### config.mk
export PLATFORM = sky130hd
export DESIGN_NAME = ahb_reg_bridge_flat
export DESIGN_NICKNAME = d
export VERILOG_FILES = /design/src/rtl/ahb_pkg.sv /design/src/rtl/ahb_reg_bridge_if.sv /design/src/rtl/wait_timeout_ctr.sv /design/src/rtl/ahb_reg_bridge.sv /design/src/flat_wrapper.sv
export SDC_FILE = /design/constraint.sdc
export NUM_CORES = 1
export LEC_CHECK = 0
export BUFFER_PORTS_ARGS = -buffer_cell sky130_fd_sc_hd__clkbuf_2
export CAP_MARGIN = 30
export CORE_MARGIN = 4
export CORE_UTILIZATION = 37
export DETAILED_ROUTE_END_ITERATION = 10
export PLACE_DENSITY = 0.84
export SYNTH_ARGS = -nofsm -noshare
export SYNTH_HDL_FRONTEND = slang
export SYNTH_SLANG_ARGS = --single-unit
### constraint.sdc
create_clock -name clk -period 2.3 [get_ports clk]
set_clock_uncertainty 0.1 [all_clocks]
set_input_delay 0.69 -clock clk [delete_from_list [all_inputs] [get_ports clk]]
set_output_delay 0.69 -clock clk [all_outputs]
set_load 0.01 [all_outputs]
### src/rtl/ahb_pkg.sv
// Shared AHB-Lite encodings and bridge FSM state codes used by the register-file bridge.
package ahb_pkg;

  typedef enum logic [1:0] {
    HTRANS_IDLE   = 2'b00,
    HTRANS_BUSY   = 2'b01,
    HTRANS_NONSEQ = 2'b10,
    HTRANS_SEQ    = 2'b11
  } htrans_t;

  localparam logic       HRESP_OKAY  = 1'b0;
  localparam logic       HRESP_ERROR = 1'b1;
  localparam logic [2:0] HSIZE_WORD  = 3'b010;

  typedef logic [1:0] bridge_state_t;
  localparam bridge_state_t ST_IDLE   = 2'd0;
  localparam bridge_state_t ST_ACCESS = 2'd1;
  localparam bridge_state_t ST_ERR1   = 2'd2;
  localparam bridge_state_t ST_ERR2   = 2'd3;

  function automatic logic is_active_trans(input logic [1:0] trans);
    return (trans == HTRANS_NONSEQ) || (trans == HTRANS_SEQ);
  endfunction

endpackage

### src/rtl/ahb_reg_bridge_if.sv
// AHB-Lite slave bus plus register-file peripheral port bundled for one bridge instance.
interface ahb_reg_bridge_if #(
  parameter int DATA_WIDTH = 32,
  parameter int ADDR_WIDTH = 32
);
  import ahb_pkg::*;

  logic                  hsel;
  logic [ADDR_WIDTH-1:0] haddr;
  logic                  hwrite;
  logic [1:0]            htrans;
  logic [2:0]            hsize;
  logic [DATA_WIDTH-1:0] hwdata;
  logic                  hready;
  logic [DATA_WIDTH-1:0] hrdata;
  logic                  hreadyout;
  logic                  hresp;

  logic                  rd_en;
  logic                  wr_en;
  logic [ADDR_WIDTH-1:0] address;
  logic [DATA_WIDTH-1:0] wr_data;
  logic [DATA_WIDTH-1:0] rd_data;
  logic                  ready;
  logic                  error;

  modport slave (
    input  hsel, haddr, hwrite, htrans, hsize, hwdata, hready,
    input  rd_data, ready, error,
    output hrdata, hreadyout, hresp,
    output rd_en, wr_en, address, wr_data
  );

  modport master (
    output hsel, haddr, hwrite, htrans, hsize, hwdata, hready,
    output rd_data, ready, error,
    input  hrdata, hreadyout, hresp,
    input  rd_en, wr_en, address, wr_data
  );

endinterface

### src/rtl/wait_timeout_ctr.sv
// Counts consecutive peripheral wait cycles; o_expired marks the cycle on which the
// count reaches TIMEOUT_CYCLES (never asserted when TIMEOUT_CYCLES is 0).
module wait_timeout_ctr #(
  parameter int TIMEOUT_CYCLES = 16
) (
  input  logic clk,
  input  logic rst,
  input  logic i_clear,
  input  logic i_enable,
  output logic o_expired
);

  localparam int CW = (TIMEOUT_CYCLES > 1) ? $clog2(TIMEOUT_CYCLES + 1) : 1;
  localparam logic [CW-1:0] LAST = (TIMEOUT_CYCLES > 0) ? CW'(TIMEOUT_CYCLES - 1) : '0;

  logic [CW-1:0] r_count;

  always_ff @(posedge clk or negedge rst) begin
    if (!rst) begin
      r_count <= '0;
    end else if (i_clear) begin
      r_count <= '0;
    end else if (i_enable) begin
      r_count <= r_count + CW'(1);
    end
  end

  // Expiry is flagged on the wait cycle that would make the count equal TIMEOUT_CYCLES.
  assign o_expired = (TIMEOUT_CYCLES != 0) && i_enable && (r_count == LAST);

endmodule

### src/rtl/ahb_reg_bridge.sv
// AHB-Lite slave to register-file bridge with wait states and two-cycle ERROR responses.
// Optional word-range check enabled by defining REG_BRIDGE_RANGE_CHK_EN.
module ahb_reg_bridge
  import ahb_pkg::*;
#(
  parameter int DATA_WIDTH     = 32,
  parameter int ADDR_WIDTH     = 32,
  parameter int REG_FILE_DEPTH = 16,
  parameter int TIMEOUT_CYCLES = 16
) (
  input  logic            clk,
  input  logic            rst,
  ahb_reg_bridge_if.slave bus
);

`ifdef REG_BRIDGE_RANGE_CHK_EN
  localparam logic RANGE_CHK = 1'b1;
`else
  localparam logic RANGE_CHK = 1'b0;
`endif

  bridge_state_t         r_state;
  bridge_state_t         w_state_next;
  bridge_state_t         w_accept_state;
  logic                  r_write;
  logic [ADDR_WIDTH-1:0] r_addr;

  logic w_ok_done;
  logic w_can_accept;
  logic w_accept;
  logic w_illegal;
  logic w_out_of_range;
  logic w_wait;
  logic w_expired;
  logic w_hreadyout;
  logic w_hresp;
  logic w_rd_en;
  logic w_wr_en;

  assign w_ok_done      = (r_state == ST_ACCESS) && bus.ready && !bus.error;
  // A new address phase is only taken when the previous data phase is finishing.
  assign w_can_accept   = (r_state == ST_IDLE) || (r_state == ST_ERR2) || w_ok_done;
  assign w_accept       = w_can_accept && bus.hsel && bus.hready && is_active_trans(bus.htrans);
  assign w_out_of_range = ({2'b00, bus.haddr[ADDR_WIDTH-1:2]} >= ADDR_WIDTH'(REG_FILE_DEPTH));
  assign w_illegal      = (bus.hsize != HSIZE_WORD) || (bus.haddr[1:0] != 2'b00)
                          || (RANGE_CHK && w_out_of_range);
  assign w_accept_state = w_illegal ? ST_ERR1 : ST_ACCESS;
  assign w_wait         = (r_state == ST_ACCESS) && !bus.ready;

  wait_timeout_ctr #(
    .TIMEOUT_CYCLES (TIMEOUT_CYCLES)
  ) u_wait_ctr (
    .clk       (clk),
    .rst       (rst),
    .i_clear   (w_accept || bus.ready),
    .i_enable  (w_wait),
    .o_expired (w_expired)
  );

  always_comb begin
    w_state_next = r_state;
    w_hreadyout  = 1'b1;
    w_hresp      = HRESP_OKAY;
    w_rd_en      = 1'b0;
    w_wr_en      = 1'b0;
    case (r_state)
      ST_IDLE: begin
        if (w_accept) w_state_next = w_accept_state;
      end
      ST_ACCESS: begin
        w_rd_en = ~r_write;
        w_wr_en = r_write;
        if (bus.ready) begin
          if (bus.error) begin
            w_hreadyout  = 1'b0;
            w_hresp      = HRESP_ERROR;
            w_state_next = ST_ERR2;
          end else begin
            w_state_next = w_accept ? w_accept_state : ST_IDLE;
          end
        end else begin
          w_hreadyout = 1'b0;
          if (w_expired) w_state_next = ST_ERR1;
        end
      end
      ST_ERR1: begin
        w_hreadyout  = 1'b0;
        w_hresp      = HRESP_ERROR;
        w_state_next = ST_ERR2;
      end
      default: begin
        w_hresp      = HRESP_ERROR;
        w_state_next = w_accept ? w_accept_state : ST_IDLE;
      end
    endcase
  end

  always_ff @(posedge clk or negedge rst) begin
    if (!rst) begin
      r_state <= ST_IDLE;
      r_write <= 1'b0;
      r_addr  <= '0;
    end else begin
      r_state <= w_state_next;
      if (w_accept) begin
        r_write <= bus.hwrite;
        r_addr  <= {2'b00, bus.haddr[ADDR_WIDTH-1:2]};
      end
    end
  end

  assign bus.hreadyout = w_hreadyout;
  assign bus.hresp     = w_hresp;
  assign bus.rd_en     = w_rd_en;
  assign bus.wr_en     = w_wr_en;
  assign bus.address   = r_addr;
  assign bus.wr_data   = bus.hwdata;
  assign bus.hrdata    = (w_ok_done && !r_write) ? bus.rd_data : {DATA_WIDTH{1'b0}};

endmodule

### src/flat_wrapper.sv
// flat-port wrapper written by rule: the top's interface ports become plain ports
module ahb_reg_bridge_flat import ahb_pkg::*;
#(
  parameter int DATA_WIDTH     = 32,
  parameter int ADDR_WIDTH     = 32,
  parameter int REG_FILE_DEPTH = 16,
  parameter int TIMEOUT_CYCLES = 16
)
  (clk, rst, bus_hsel, bus_haddr, bus_hwrite, bus_htrans, bus_hsize, bus_hwdata, bus_hready, bus_rd_data, bus_ready, bus_error, bus_hrdata, bus_hreadyout, bus_hresp, bus_rd_en, bus_wr_en, bus_address, bus_wr_data);
  ahb_reg_bridge_if #(.DATA_WIDTH(DATA_WIDTH), .ADDR_WIDTH(ADDR_WIDTH)) bus_i ();
  input  logic clk;
  input  logic rst;
  input wire logic [$bits(bus_i.hsel)-1:0] bus_hsel;
  input wire logic [$bits(bus_i.haddr)-1:0] bus_haddr;
  input wire logic [$bits(bus_i.hwrite)-1:0] bus_hwrite;
  input wire logic [$bits(bus_i.htrans)-1:0] bus_htrans;
  input wire logic [$bits(bus_i.hsize)-1:0] bus_hsize;
  input wire logic [$bits(bus_i.hwdata)-1:0] bus_hwdata;
  input wire logic [$bits(bus_i.hready)-1:0] bus_hready;
  input wire logic [$bits(bus_i.rd_data)-1:0] bus_rd_data;
  input wire logic [$bits(bus_i.ready)-1:0] bus_ready;
  input wire logic [$bits(bus_i.error)-1:0] bus_error;
  output wire logic [$bits(bus_i.hrdata)-1:0] bus_hrdata;
  output wire logic [$bits(bus_i.hreadyout)-1:0] bus_hreadyout;
  output wire logic [$bits(bus_i.hresp)-1:0] bus_hresp;
  output wire logic [$bits(bus_i.rd_en)-1:0] bus_rd_en;
  output wire logic [$bits(bus_i.wr_en)-1:0] bus_wr_en;
  output wire logic [$bits(bus_i.address)-1:0] bus_address;
  output wire logic [$bits(bus_i.wr_data)-1:0] bus_wr_data;
  assign bus_i.hsel = bus_hsel;
  assign bus_i.haddr = bus_haddr;
  assign bus_i.hwrite = bus_hwrite;
  assign bus_i.htrans = bus_htrans;
  assign bus_i.hsize = bus_hsize;
  assign bus_i.hwdata = bus_hwdata;
  assign bus_i.hready = bus_hready;
  assign bus_i.rd_data = bus_rd_data;
  assign bus_i.ready = bus_ready;
  assign bus_i.error = bus_error;
  assign bus_hrdata = bus_i.hrdata;
  assign bus_hreadyout = bus_i.hreadyout;
  assign bus_hresp = bus_i.hresp;
  assign bus_rd_en = bus_i.rd_en;
  assign bus_wr_en = bus_i.wr_en;
  assign bus_address = bus_i.address;
  assign bus_wr_data = bus_i.wr_data;
  ahb_reg_bridge #(.DATA_WIDTH(DATA_WIDTH), .ADDR_WIDTH(ADDR_WIDTH), .REG_FILE_DEPTH(REG_FILE_DEPTH), .TIMEOUT_CYCLES(TIMEOUT_CYCLES)) u_core (.clk(clk), .rst(rst), .bus(bus_i));
endmodule
# Word level (Yosys, flattened, before mapping)
# Cells that the tools add are included.
[totals]
register_bits = 38
out_inout_bits = 100
[op_classes]
eq_ne = 9
n_bitwise = 1
n_mux = 18
n_addsub = 1
reduce_logical = 20
[op_table]
columns = ["cell", "n"]
rows = [
  ["2-to-1 mux 32 bit", 1],
  ["2-to-1 mux 2 bit", 6],
  ["2-to-1 mux 5 bit", 2],
  ["equality test 2 bit (second input constant)", 4],
  ["logical AND 1 bit", 8],
  ["2-to-1 mux 1 bit", 6],
  ["case mux 2 bit (3 select lines)", 1],
  ["adder 5 x 1 -> 5 bit (second input constant)", 1],
  ["equality test 5 x 4 -> 1 bit (second input constant)", 1],
  ["logical OR 1 bit", 5],
  ["case mux 1 bit (2 select lines)", 2],
  ["nonzero test 2 bit", 2],
  ["zero test 1 bit", 3],
  ["inequality test 3 x 2 -> 1 bit (second input constant)", 1],
  ["inequality test 3 bit (second input constant)", 1],
  ["equality test 2 x 1 -> 1 bit (second input constant)", 1],
  ["zero test 2 bit", 1],
  ["inequality test 2 x 1 -> 1 bit (second input constant)", 1],
  ["AND reduction 2 bit", 1],
  ["inverter 1 bit", 1],
]

# Longest topological paths before layout
[logic_depth]
word_depth = 11
ltp_mapped = 7
depth_no_buf = 7

# Hierarchy
# A second synthesis with hierarchy kept.
[hier_totals]
hier_cells = 204
area_unflattened_um2 = 2274.7
[modules_own_cells]
columns = ["module", "cells_each", "instances", "area_each_um2"]
rows = [
  ["ahb_reg_bridge", 180, 1, 1989.4],
  ["wait_timeout_ctr", 24, 1, 285.3],
]

# Worst setup path after synthesis
# Ideal clock, no wire load.
[synth_path]
kind = "register to output"
startpoint = "reg u_core.r_state[1]"
endpoint = "out bus_hrdata[10]"
arrival_time_ns = 1.592
path_buffers = 1
path_slack_ns = -0.082
path_stages_with_launch = 7
required_ns = 1.510
path_cell_list = "dfrtp_1 -> inv_1 -> ha_1 -> nor2b_1 -> and2b_1 -> clkbuf_1 -> and2_1"
[synth_via]
elab_chain_len = 5
[synth_lines]
columns = ["element", "line_no", "rtl"]
rows = [
  ["start: declaration", "ahb_reg_bridge.sv:22", "bridge_state_t r_state;"],
  ["start signal: assignment", "ahb_reg_bridge.sv:104", "r_state <= w_state_next;"],
  ["equality test 2 x 1 -> 1 bit", "ahb_reg_bridge.sv:40", "assign w_ok_done = (r_state == ST_ACCESS) && bus.ready && !bus.error;"],
  ["logical AND 1 bit (2 in a row)", "ahb_reg_bridge.sv:40", ""],
  ["logical AND 1 bit", "ahb_reg_bridge.sv:118", "assign bus.hrdata = (w_ok_done && !r_write) ? bus.rd_data : {DATA_WIDTH{1'b0}};"],
  ["2-to-1 mux 32 bit", "ahb_reg_bridge.sv:118", ""],
  ["end: declaration", "flat_wrapper.sv:23", "output wire logic [$bits(bus_i.hrdata)-1:0] bus_hrdata;"],
]
# Every way passes these cells.

# Worst setup path in the final report
[layout_path]
startpoint = "reg u_core.r_state[1]"
endpoint = "out bus_hrdata[5]"
# Same word-level chain as after synthesis.

==> metrics.md <==
| Metric | Value |
|---|---|
| Largest net degree at the start of global routing | 39 |
| Synthesis warning total | 0 |
| Layout cell share with drive strength beyond 1 | 0.725 |
| Total CTS buffers | 5 |
| Worst Path Required | 1.51 ns |
| Placed insts | 375 |
| Die height | 85.0 um |
| Worst-path clk slew | 0.07 ns |
| Layout Cells excl Fill | 389 |
| Most area-hungry cell type in the Yosys netlist | dfrtp_1 |
| Routability Congestion | 0.915 |
| Synth Register Bits | 38 |
| Post-synth ARST share | 1.00 |
| R2r startpoint | u_core.r_state[1] |
| Setup Crit Path Kind | register to output pin |
| First-pass GRT wire length | 9.58 mm |
| Final worst-path setup slack | -0.177 ns |
| Nets | 431 |
| Final setup violation count | 33 |
| Worst Setup Start Kind | register |
| Iter 0 DRT Violations | 25 |
| H-Tree Depth | 2 |
| Tcrit/Tclk final | 1.08 |
| Share of the synthesized area in the top cell type | 0.434 |
| Final slew viol count | 0 |
| Outcome | finished, violations left |
| Most used DFF post-synth | dfrtp_1 |
| Final Util | 0.571 |
| PortBufs | 140 |
| Vias in the first global route | 1926 |
| Starting Density | 0.389 |
| Via Count | 1879 |
| Final HPWL DP | 5.34 mm |
| Overall global routing resource usage | 0.167 |
| Skew-Pair Late Insertion Delay | 0.27 ns |
| Vias per cell | 4.83 |
| Number of enable flip-flop cells after synthesis | 0 |
| 1st-pass router iterations | 6 |
| Setup_tns | -5.19 ns |
| Crit path DAT | 1.69 ns |
| Yosys cell types | 34 |
| Total power | 3.14 mW |
| DRC violation count after routing | 0 |
| Cell area power density | 974 nW/um2 |
| Final hold violation count | 0 |
| Synth-to-layout area growth | 46.9% |
| CTS Hold Buffers Added | 0 |
| Avg Synthesized Cell Area | 11.1 um2 |
| Core area | 5640 um2 |
| Pleak | 1.66 nW |
| Die span in x | 85.0 um |
| RSZ-0062 raised after global routing | yes |
| Setup crit end kind | output pin |
| Max_cap viols | 0 |
| Min-delay worst type | input port to asynchronous set/reset pin |
| Cell area after synthesis | 2190 um2 |
| Die area | 7220 um2 |
| Sequential area share after synthesis | 0.434 |
| Fin crit period | 2.48 ns |
| Clock sinks | 38 |
| # IOs | 208 |
| Initial antenna violation count | 1 |
| Cell count after synthesis | 197 |
| Failing checks | negative setup slack |
| ANT nets after route | 0 |
| Gr ovfl total | 0 |
| Crit path max fanout | 8 |
| Place WS | -0.0849 ns |
| Max Root-Sink Buffers | 2 |
| Post-DR wirelength/cell | 17.3 um |
| Synth top area cells | dfrtp_1, mux2_2, buf_4 |
| CTS tree | done |
| WL final | 6.72 mm |
| IR drop worst, VDD | 0.640 mV |
| CTS Root Cell | clkbuf_8 |
| Top-count cell post-synth | dfrtp_1 |
| Synth cell count leaders | dfrtp_1, and2_1, buf_4, mux2_2, ha_1 |
| Max Fclk | 404 MHz |
| CP startpoint | u_core.r_state[1] |
| Row Count | 27 |
-- through the flow --
step	hold slack [ns]	instance area (um2)
floorplan	0.294	2200
global placement	0.389	2760
detailed placement	0.395	2760
CTS	0.369	2860
global route	0.396	3220
finish	0.359	3220
-- placed cells by master, fill, tap and decap left out, drive strengths merged --
cell       n
nor3b      1
nand3b     1
or2        1
a21oi      6
nand2      1
and2      34
diode      1
o22ai      1
buf       44
dfrtp     38
a21o       1
inv        4
mux2i      1
xnor2      1
a31oi      2
conb       2
nor3       4
a211oi     2
and2b      1
nand2b     1
nand3      3
clkbuf   116
xor2       2
nand4      1
nor2       3
mux2      31
and3       1
a2111oi    1
nor2b      2
or4b       1
o21ai      3
ha         6
-- power by group --
group / internal, mW / switching (mW) / leakage, nW
Clock: 0.231 / 0.198 / 0.0431
Combinational: 0.813 / 0.733 / 1.16
Sequential: 0.983 / 0.179 / 0.464
-- cell type report --
cell class              instances  area (um2)
inverters                       4        15.0
clock buffers                   6        82.6
flip-flops and latches         38         951
well taps                      72        90.1
diodes                          1        2.50
fillers                       498        2420
repair buffers                154        1060
multi-input cells             114        1020
-- per-layer routing --
metal	track usage	up-vias	wire length (um)
met4	0.0432	0	136
li1	-	861	-
met3	0.0893	8	853
met5	0	-	0
met1	0.173	865	2150
met2	0.296	145	3580
-- worst paths after layout --
check | endpoint | slack (ns) | depth (start not counted)
max in group asynchronous | u_core.bus.address[7] | 1.42 | 2
min in group clk | u_core.bus.address[2] | 0.41 | 1
hold / removal | u_core.bus.address[24] | 0.36 | 2
setup reg to reg | u_core.bus.address[13] | 0.33 | 7
setup / recovery | bus_hrdata[5] | -0.18 | 7
hold reg to reg | u_core.bus.address[2] | 0.41 | 1
-- flip-flops by register name, indices dropped and copies added (netlist names) --
name	cells
u_core.r_state	2
u_core.bus.address	30
u_core.r_write	1
u_core.u_wait_ctr.r_count	5
-- critical path, stage by stage (launching register included) --
cell and delay (ns):
dfrtp_1 0.39, inv_2 0.09, ha_4 0.14, nor2b_4 0.13
and2b_2 0.25, clkbuf_16 0.18, and2_4 0.14, buf_6 0.09
-- cell families (layout without fill, tap and decap cells) --
group                      Yosys count  after routing  synth area share
buffers and inverters               46            164             0.148
other                                1              3           0.00171
xor gates and xnor gates             3              3            0.0120
muxes                               32             32             0.164
and+or+nand+nor                     55             55             0.158
adders and majority gates            6              6            0.0342
AOI/OAI and AO/OA                   16             16            0.0485
DFF                                 38             38             0.434
-- what timing repair did --
item,4_1_cts,5_1_grt
buffers inserted,2,2
pin swaps,0,28
resized for setup,1,98
gates cloned,0,3
endpoints found under the setup margin,34,35
Note: power is estimated with default switching activity, not from simulation.
